<file path="config.mk">
export PLATFORM = sky130hd
export DESIGN_NAME = shift_seq
export DESIGN_NICKNAME = d
export VERILOG_FILES = /design/src/rtl/shift_pkg.sv /design/src/rtl/shift_step.sv /design/src/rtl/shift_seq.sv
export SDC_FILE = /design/constraint.sdc
export NUM_CORES = 1
export LEC_CHECK = 0
export BUFFER_PORTS_ARGS = -buffer_cell sky130_fd_sc_hd__buf_2
export CAP_MARGIN = 40
export CORE_UTILIZATION = 45
export CTS_CLUSTER_SIZE = 30
export DETAILED_ROUTE_END_ITERATION = 7
export PLACE_DENSITY_LB_ADDON = 0.25
export SYNTH_ARGS = -nofsm -noshare
export SYNTH_HDL_FRONTEND = slang
export SYNTH_SLANG_ARGS = --single-unit
</file>
<file path="constraint.sdc">
create_clock -name clk -period 2.3 [get_ports clk]
set_input_delay 0.46 -clock clk [delete_from_list [all_inputs] [get_ports clk]]
set_output_delay 0.46 -clock clk [all_outputs]
set_load 0.01 [all_outputs]
</file>
<file path="src/rtl/shift_pkg.sv">
// Shared types for the sequential shift engine.
// Mode and FSM state encodings used by shift_seq and shift_step.
package shift_pkg;

    typedef enum logic [1:0] {
        SH_LSL,
        SH_LSR,
        SH_ASR,
        SH_ROL
    } shift_mode_e;

    typedef enum logic [1:0] {
        ST_IDLE,
        ST_SHIFT,
        ST_DONE
    } shift_state_e;

    localparam int SHIFT_N_DEF = 7;

endpackage

</file>
<file path="src/rtl/shift_step.sv">
// Single-bit combinational shift of a [N:0] word by mode.
// Rotate exists only with SHIFT_SEQ_ROTATE_EN; otherwise mode 11 acts as LSL.
module shift_step
    import shift_pkg::*;
#(
    parameter int N = SHIFT_N_DEF
) (
    input  logic [N:0] d,
    input  logic [1:0] mode,
    output logic [N:0] q
);

    always_comb begin
        q = {d[N-1:0], 1'b0};
        case (shift_mode_e'(mode))
            SH_LSR: q = {1'b0, d[N:1]};
            SH_ASR: q = {d[N], d[N:1]};
`ifdef SHIFT_SEQ_ROTATE_EN
            SH_ROL: q = {d[N-1:0], d[N]};
`endif
            default: q = {d[N-1:0], 1'b0};
        endcase
    end

endmodule

</file>
<file path="src/rtl/shift_seq.sv">
// Sequential shift engine: one bit position per clock, valid/ready in and out.
// Optional rotate mode is enabled by defining SHIFT_SEQ_ROTATE_EN.
module shift_seq
    import shift_pkg::*;
#(
    parameter int N  = SHIFT_N_DEF,
    parameter int SW = $clog2(N + 1)
) (
    input  logic          clk,
    input  logic          rst,
    input  logic          in_valid,
    output logic          in_ready,
    input  logic [N:0]    in_data,
    input  logic [SW-1:0] in_amt,
    input  logic [1:0]    in_mode,
    output logic          out_valid,
    input  logic          out_ready,
    output logic [N:0]    out_data,
    output logic          busy
);

    shift_state_e  state_q, state_d;
    logic [N:0]    work_q, work_d;
    logic [N:0]    step;
    logic [SW-1:0] cnt_q, cnt_d;
    logic [1:0]    mode_q, mode_d;

    shift_step #(.N(N)) u_step (
        .d    (work_q),
        .mode (mode_q),
        .q    (step)
    );

    always_comb begin
        state_d = state_q;
        work_d  = work_q;
        cnt_d   = cnt_q;
        mode_d  = mode_q;
        case (state_q)
            ST_IDLE: begin
                if (in_valid) begin
                    work_d  = in_data;
                    cnt_d   = in_amt;
                    mode_d  = in_mode;
                    state_d = (in_amt == '0) ? ST_DONE : ST_SHIFT;
                end
            end
            ST_SHIFT: begin
                work_d = step;
                cnt_d  = cnt_q - 1'b1;
                // last step is applied on the cycle the counter reads one
                if (cnt_q == SW'(1)) state_d = ST_DONE;
            end
            ST_DONE: begin
                if (out_ready) state_d = ST_IDLE;
            end
            default: state_d = ST_IDLE;
        endcase
    end

    always_ff @(posedge clk) begin
        if (rst) begin
            state_q <= ST_IDLE;
            work_q  <= '0;
            cnt_q   <= '0;
            mode_q  <= '0;
        end else begin
            state_q <= state_d;
            work_q  <= work_d;
            cnt_q   <= cnt_d;
            mode_q  <= mode_d;
        end
    end

    assign in_ready  = (state_q == ST_IDLE);
    assign out_valid = (state_q == ST_DONE);
    assign busy      = (state_q != ST_IDLE);
    assign out_data  = work_q;

endmodule

</file>
==> out/qor.txt, run 1 <==
clk slew on worst S/H paths: 0.09 ns
grt ovf: 0
Seq/Total Area, Yosys: 0.316
Core ar.: 0.00198 sq mm
I/O Buffers: 27
library cells used by synthesis: 35
vias in the first global route: 753
num rows: 16
top-count cell post-synth: dfxtp_1
Syn Inst Count: 106
CTS resizes: 0
CP Launch Type: flop
Starting Density: 0.479
main area contributors after synthesis: dfxtp_1 32%, a221o_1 7.4%, ha_1 6.6%, a32o_1 6.3%, nand2_1 5.5%
antenna-violating nets left: 0
clock skew: 0.00287 ns
Worst Path Arrival: 1.42 ns
cts bufs inserted: 3
Synth warnings: 0
CP cell instances: nor2b_1 > buf_2
worst vdd ir: 0.405 mV
Max Clock Freq: 0.533 GHz
TritonRoute pass-1 iters: 4
Worst path max stage delay: 0.74 ns
# H-tree levels: 1
MaxCap Viol Count: 0
Worst EP required: 1.84 ns
initial DRC count: 35
# DRC: 0
Period minus WS final: 1.88 ns
Die X: 47.9 microns
layout cells sized above 1: 0.295
PD cells: 692 mW/mm^2
Yosys top cell by area: dfxtp_1
fraction of registers with async set/reset: 0
Diodes inserted: 0
Syn Nets: 128
Post-synth EDFFs: 0
post-synthesis register bit count: 15
RSZ-0062 raised after global routing: no
Cells after DPL: 155
initial antenna violation count: 0
routability cong.: 0.767
critical path class: reg -> out
DIE AREA: 0.00230 sq mm
Post-CTS Setup Repair Bufs: 0
# clock sinks: 15
I/O pin count: 28
CP Capture Type: primary output
Syn Area/Cell: 8.96 sq um
synthesis-to-layout area growth: 16.2%
Hold WC Path Type: in -> reg
Setup-failing EPs final: 0
Final Cycle Share: 0.816
Total Power: 0.764 mW
Clock Tree Root: clkbuf_4
Final Max Tran Viols: 0
Slew HR: 0.576
Post-synth top cells: 15 x dfxtp_1, 14 x nand2_1, 8 x inv_1
Tot GR Track Use: 0.209
Synth Flop Type: dfxtp_1
status: complete, no violations
WL final: 2.12 mm
Die Height: 47.9 microns
routed vias/inst: 5.58
Leakage: 0.512 nW
via count: 888
setup tns final: 0 ns
drt wl/cell: 13.3 microns
post-synth top area share: 0.316
Final nets: 155
CP max stage cell: dfxtp_1
largest net degree at the start of global routing: 18
Post-CTS Hold Buffers: 0
CTS tree: done
Final Non-Filler Cells: 159
Final Hold Violating Endpoints: 0
Post-Syn Area: 950 sq um
first-pass GRT wire length: 3.33 mm
clk_lat worst skew: 0.28 ns
CP Max Fanout: 17
post-detail-place hpwl: 1.54 mm
Clock Path Buffers: 2
worst slew pin tran: 0.636 ns
## cell type report
cell class | count | area [sq um]
Sequential cell | 15 | 300
Tap cell | 27 | 33.8
Timing Repair Buffer | 27 | 135
Multi-Input combinational cell | 76 | 571
Clock buffer | 4 | 26.3
Fill cell | 182 | 878
Inverter | 10 | 37.5
## metal layers
| layer | share of wire | GRT usage | routed length, microns |
|---|---|---|---|
| met5 | 0 | 0 | 0 |
| met4 | 0.018 | 0.0889 | 38 |
| met3 | 0.054 | 0.0340 | 114 |
| met2 | 0.44 | 0.286 | 930 |
| met1 | 0.49 | 0.317 | 1030 |
## worst max-delay path, delay by kind of cell, from the launching register on
kind	cells	cell delay, ns
and+or+nand+nor	1	0.24
buffers and inverters	1	0.16
DFF	1	0.74
## worst paths after layout
check	slack, ns	endpoint	cells after the start	start
setup / recovery	0.42	out_valid	2	state_q[1]
hold / removal	0.42	mode_q[0]	3	in_mode[0]
setup reg to reg	0.56	out_data[4]	5	mode_q[0]
hold reg to reg	0.52	out_data[7]	2	out_data[7]
## power breakdown
group / switching (mW) / internal (mW)
clock: 0.0846 / 0.0673
combinational: 0.135 / 0.126
sequential: 0.0524 / 0.299
## flip-flops by register name (all words and copies together) (netlist names)
register  flops
out_data      8
cnt_q         3
state_q       2
mode_q        2
## cells in the final DEF, fill, tap and decap left out, types with 3 or more instances in the layout
cell      synthesis  routed
a221o_1           7       7
nor2_1            4       4
mux2i_1           3       3
ha_1              5       5
nand2_1          14      14
a32o_1            6       6
dfxtp_1          15      15
a21oi_1           7       7
clkbuf_4          0       3
buf_2             0      27
inv_1             8       8
## cell families after synthesis
kind of cell               count (synthesis)  synth area share
AOI/OAI and AO/OA                         34             0.291
adders and majority gates                  5            0.0659
buffers and inverters                     15            0.0830
DFF                                       15             0.316
muxes                                      3            0.0316
and+or+nand+nor                           34             0.212
## metrics by stage
step	hold WS [ns]	area [sq um]	setup WS (ns)	utilization
2_1_floorplan	0.479	950	0.734	-
3_3_place_gp	0.511	1080	0.623	0.544
3_5_place_dp	0.495	1080	0.597	0.544
4_1_cts	0.422	1100	0.407	0.557
5_1_grt	0.457	1100	0.336	0.557
6_report	0.420	1100	0.422	0.557
(Power assumes the default switching activity.)
==> inputs of run 2 (changes only) <==
Clock period 2.3 ns to 1.55 ns, I/O delays scaled along.
==> run 2 against run 1 <==
  * Final cell count up 1.9%
  * Die area unchanged
  * Non-clock buffer count up 3
  * Combinational power up 59%
  * Critical path depth up 3
  * Worst hold slack worse by 0.16 ns
  * Critical endpoint is now out_data[5]
  * Largest cell class unchanged
  * Critical path type is now reg -> reg
  * Largest power group unchanged
==> out/qor.txt, run 2 (same netlist as run 1, synthesis figures left out) <==
Final Non-Filler Cells: 162
Cells after DPL: 158
Setup WS post-layout: 0.0652 ns
Die Height: 47.9 microns
I/O Buffers: 27
CTS tree: done
# clock sinks: 15
flop-to-flop setup slack: 0.07 ns
largest net degree at the start of global routing: 18
DIE AREA: 0.00230 sq mm
first-pass GRT wire length: 3.41 mm
antenna-violating nets left: 0
CP Max Fanout: 7
initial antenna violation count: 0
min-delay src: in_mode[0]
clock skew: 0.00137 ns
layout cells sized above 1: 0.356
Slew HR: 0.724
most common cell after layout, fill and taps aside: buf_2
footprint of the multi-input gates: 583 sq um
clk slew on worst S/H paths: 0.09 ns
Diodes inserted: 0
CP Launch Type: flop
Period minus WS final: 1.48 ns
Final nets: 158
Starting Density: 0.479
Clock Path Buffers: 2
Final Max Tran Viols: 0
Final Hold Violating Endpoints: 0
R2R Path Start: mode_q[0]
hold endpoint: mode_q[0]
MaxCap Viol Count: 0
R2R Path End: out_data[5]
routed vias/inst: 5.43
fin util: 0.578
status: complete, no violations
TritonRoute pass-1 iters: 4
most frequent cells in the layout: 27 x buf_2, 14 x nand2_1, 11 x dfxtp_1
CP Capture Type: flop
hold depth: 3
synthesis-to-layout area growth: 20.7%
# DRC: 0
WL final: 2.21 mm
grt ovf: 0
num rows: 16
worst vdd ir: 0.639 mV
critical path class: reg -> reg
Setup-failing EPs final: 0
initial DRC count: 22
vias in the first global route: 793
drt wl/cell: 13.6 microns
# H-tree levels: 1
reg2reg path depth: 5
Final Cycle Share: 0.958
I/O pin count: 28
Worst EP required: 1.74 ns
register area: 308 sq um
Core ar.: 0.00198 sq mm
Hold WC Path Type: in -> reg
cts bufs inserted: 3
Clock Tree Root: clkbuf_4
PD cells: 1010 mW/mm^2
routability cong.: 0.725
Leakage: 0.529 nW
via count: 879
Hold WS: 0.257 ns
Tot GR Track Use: 0.215
max FFs per register: 8
DP Worst Slack: -0.0161 ns
worst slew pin tran: 0.412 ns
Fill cells: 193
Worst Path Arrival: 1.67 ns
post-detail-place hpwl: 1.65 mm
Die X: 47.9 microns
Max Clock Freq: 0.674 GHz
clk_lat worst skew: 0.28 ns
[run 2: final cells by class]
type	count	area share
Multi-Input combinational cell	76	0.509
Tap cell	27	0.0295
Clock buffer	4	0.0229
Timing Repair Buffer	30	0.138
Sequential cell	15	0.269
Inverter	10	0.0328
[run 2: report_power, final]
| group | internal, mW | leakage, nW | switching [mW] |
|---|---|---|---|
| sequential | 0.446 | 0.126 | 0.0720 |
| clock | 0.100 | 0.0150 | 0.129 |
| combinational | 0.203 | 0.389 | 0.213 |
| total | 0.749 | 0.529 | 0.415 |
[run 2: how the worst max path moves through the flow]
stage	start	endpoint	cells past startpoint
2_1_floorplan	mode_q[0]	out_data[6]	6
3_5_place_dp	mode_q[0]	out_data[1]	5
6_report	mode_q[0]	out_data[5]	5
5_1_grt	mode_q[1]	out_data[4]	5
3_3_place_gp	mode_q[0]	out_data[1]	5
4_1_cts	state_q[0]	busy	3
[run 2: per-stage QoR]
step	setup TNS [ns]	power, mW	cell area (sq um)
2_1_floorplan	0	0.809	951
6_report	0	1.16	1150
3_5_place_dp	-0.0670	0.933	1100
5_1_grt	-0.00322	1.25	1150
3_3_place_gp	0	0.921	1100
4_1_cts	0	1.17	1140
[run 2: worst max-delay path, stage by stage, from the launching register on]
cell,delay (ns)
dfxtp_2,0.36
inv_2,0.05
ha_4,0.24
buf_4,0.15
a221o_1,0.35
a32o_1,0.24
[run 2: per-layer routing]
metal | vias up | share of wire | global-route usage
met3 | 0 | 0.048 | 0.0679
met5 | - | 0 | 0
met2 | 24 | 0.48 | 0.341
met1 | 409 | 0.48 | 0.288
li1 | 446 | - | -
met4 | 0 | 0 | 0.0389
[run 2: repair_timing]
action	CTS	global route
setup buffers	0	0
pin swaps	0	1
resized for setup	3	3
setup endpoints to repair	8	8
hold buffers	0	0
==> inputs of run 3 (changes only) <==
Settings changed: RECOVER_POWER set to 100.
==> run 3 against run 2 <==
  * Fmax about the same
  * Total power decreased by 1.3%
  * Utilization decreased by 0.95 points
  * Final cell count unchanged
==> out/qor.txt, run 3 (same netlist as run 1, synthesis figures left out) <==
# clock sinks: 15
Final nets: 158
Clock Path Buffers: 2
via count: 880
most frequent cells in the layout: 19 x buf_2, 14 x nand2_1, 11 x dfxtp_1, 10 x clkbuf_1
antenna-violating nets left: 0
Max Clock Freq: 0.674 GHz
Period minus WS final: 1.48 ns
Worst EP required: 1.74 ns
clk slew on worst S/H paths: 0.09 ns
Fill cells: 196
largest net degree at the start of global routing: 18
register area: 308 sq um
first-pass GRT wire length: 3.41 mm
CP Launch Type: flop
Hold WC Path Type: in -> reg
clock skew: 0.000856 ns
Leakage: 0.492 nW
worst vdd ir: 0.608 mV
Tot GR Track Use: 0.215
Slew HR: 0.716
initial antenna violation count: 0
drt wl/cell: 13.6 microns
Die Height: 47.9 microns
Final Hold Violating Endpoints: 0
CP Max Fanout: 7
layout cells sized above 1: 0.281
Core ar.: 0.00198 sq mm
cts bufs inserted: 3
critical path class: reg -> reg
max FFs per register: 8
TritonRoute pass-1 iters: 4
Final Cycle Share: 0.957
routability cong.: 0.725
Setup-failing EPs final: 0
PD cells: 1020 mW/mm^2
reg2reg path depth: 5
I/O Buffers: 27
initial DRC count: 22
Die X: 47.9 microns
routed vias/inst: 5.43
Total Power: 1.15 mW
footprint of the multi-input gates: 578 sq um
Clock Tree Root: clkbuf_4
Post-CTS Hold Buffers: 0
Diodes inserted: 0
# H-tree levels: 1
grt ovf: 0
MaxCap Viol Count: 0
hold depth: 3
DIE AREA: 0.00230 sq mm
vias in the first global route: 793
synthesis-to-layout area growth: 18.7%
Worst Path Arrival: 1.67 ns
clk_lat worst skew: 0.28 ns
Post-CTS Setup Repair Bufs: 0
CTS tree: done
CP Capture Type: flop
I/O pin count: 28
num rows: 16
Starting Density: 0.479
status: complete, no violations
Hold WS: 0.259 ns
worst slew pin tran: 0.425 ns
# DRC: 0
WL final: 2.21 mm
most common cell after layout, fill and taps aside: buf_2
Setup WS post-layout: 0.0665 ns
Final Max Tran Viols: 0
DP Worst Slack: -0.0161 ns
post-detail-place hpwl: 1.65 mm
==> run 3: metrics by stage <==
| stage | std cells | util | TNS (ns) | cell area, sq um |
|---|---|---|---|---|
| after floorplan | 106 | - | 0 | 951 |
| after global placement | 158 | 0.556 | 0 | 1100 |
| after detailed placement | 158 | 0.556 | -0.0670 | 1100 |
| after CTS | 162 | 0.576 | 0 | 1140 |
| after global routing | 162 | 0.569 | -0.00322 | 1130 |
| final | 162 | 0.569 | 0 | 1130 |
==> run 3: layer usage <==
layer  GRT usage  share of wire
met1       0.288           0.48
met2       0.341           0.47
met4      0.0389              0
met3      0.0679          0.047
met5           0              0
==> run 3: final timing paths <==
kind	startpoint	end	slack [ns]
max	mode_q[0]	out_data[5]	0.07
min	in_mode[0]	mode_q[0]	0.26
max reg2reg	mode_q[0]	out_data[5]	0.07
min reg2reg	out_data[0]	out_data[0]	0.52
==> run 3: critical path, stage by stage (launching register included) <==
cell and delay [ns]:
dfxtp_2 0.36, inv_2 0.05, ha_4 0.24, buf_4 0.15, a221o_1 0.35, a32o_1 0.24
==> run 3: repair_timing <==
item,4_1_cts,5_1_grt
setup endpoints to repair,8,8
gates resized for setup,3,3
pin swaps,0,1
==> run 3: final cells by class <==
class,count,share of cell area
Clock buffer,4,0.0233
Inverter,10,0.0333
Multi-Input combinational cell,76,0.513
Sequential cell,15,0.273
Tap cell,27,0.0300
Timing Repair Buffer,30,0.128
==> run 3: power breakdown <==
group          internal [mW]  leakage (nW)  total [mW]  switching [mW]
clock network          0.100        0.0150       0.228           0.128
registers              0.446         0.126       0.517          0.0716
logic                  0.190         0.351       0.403           0.213
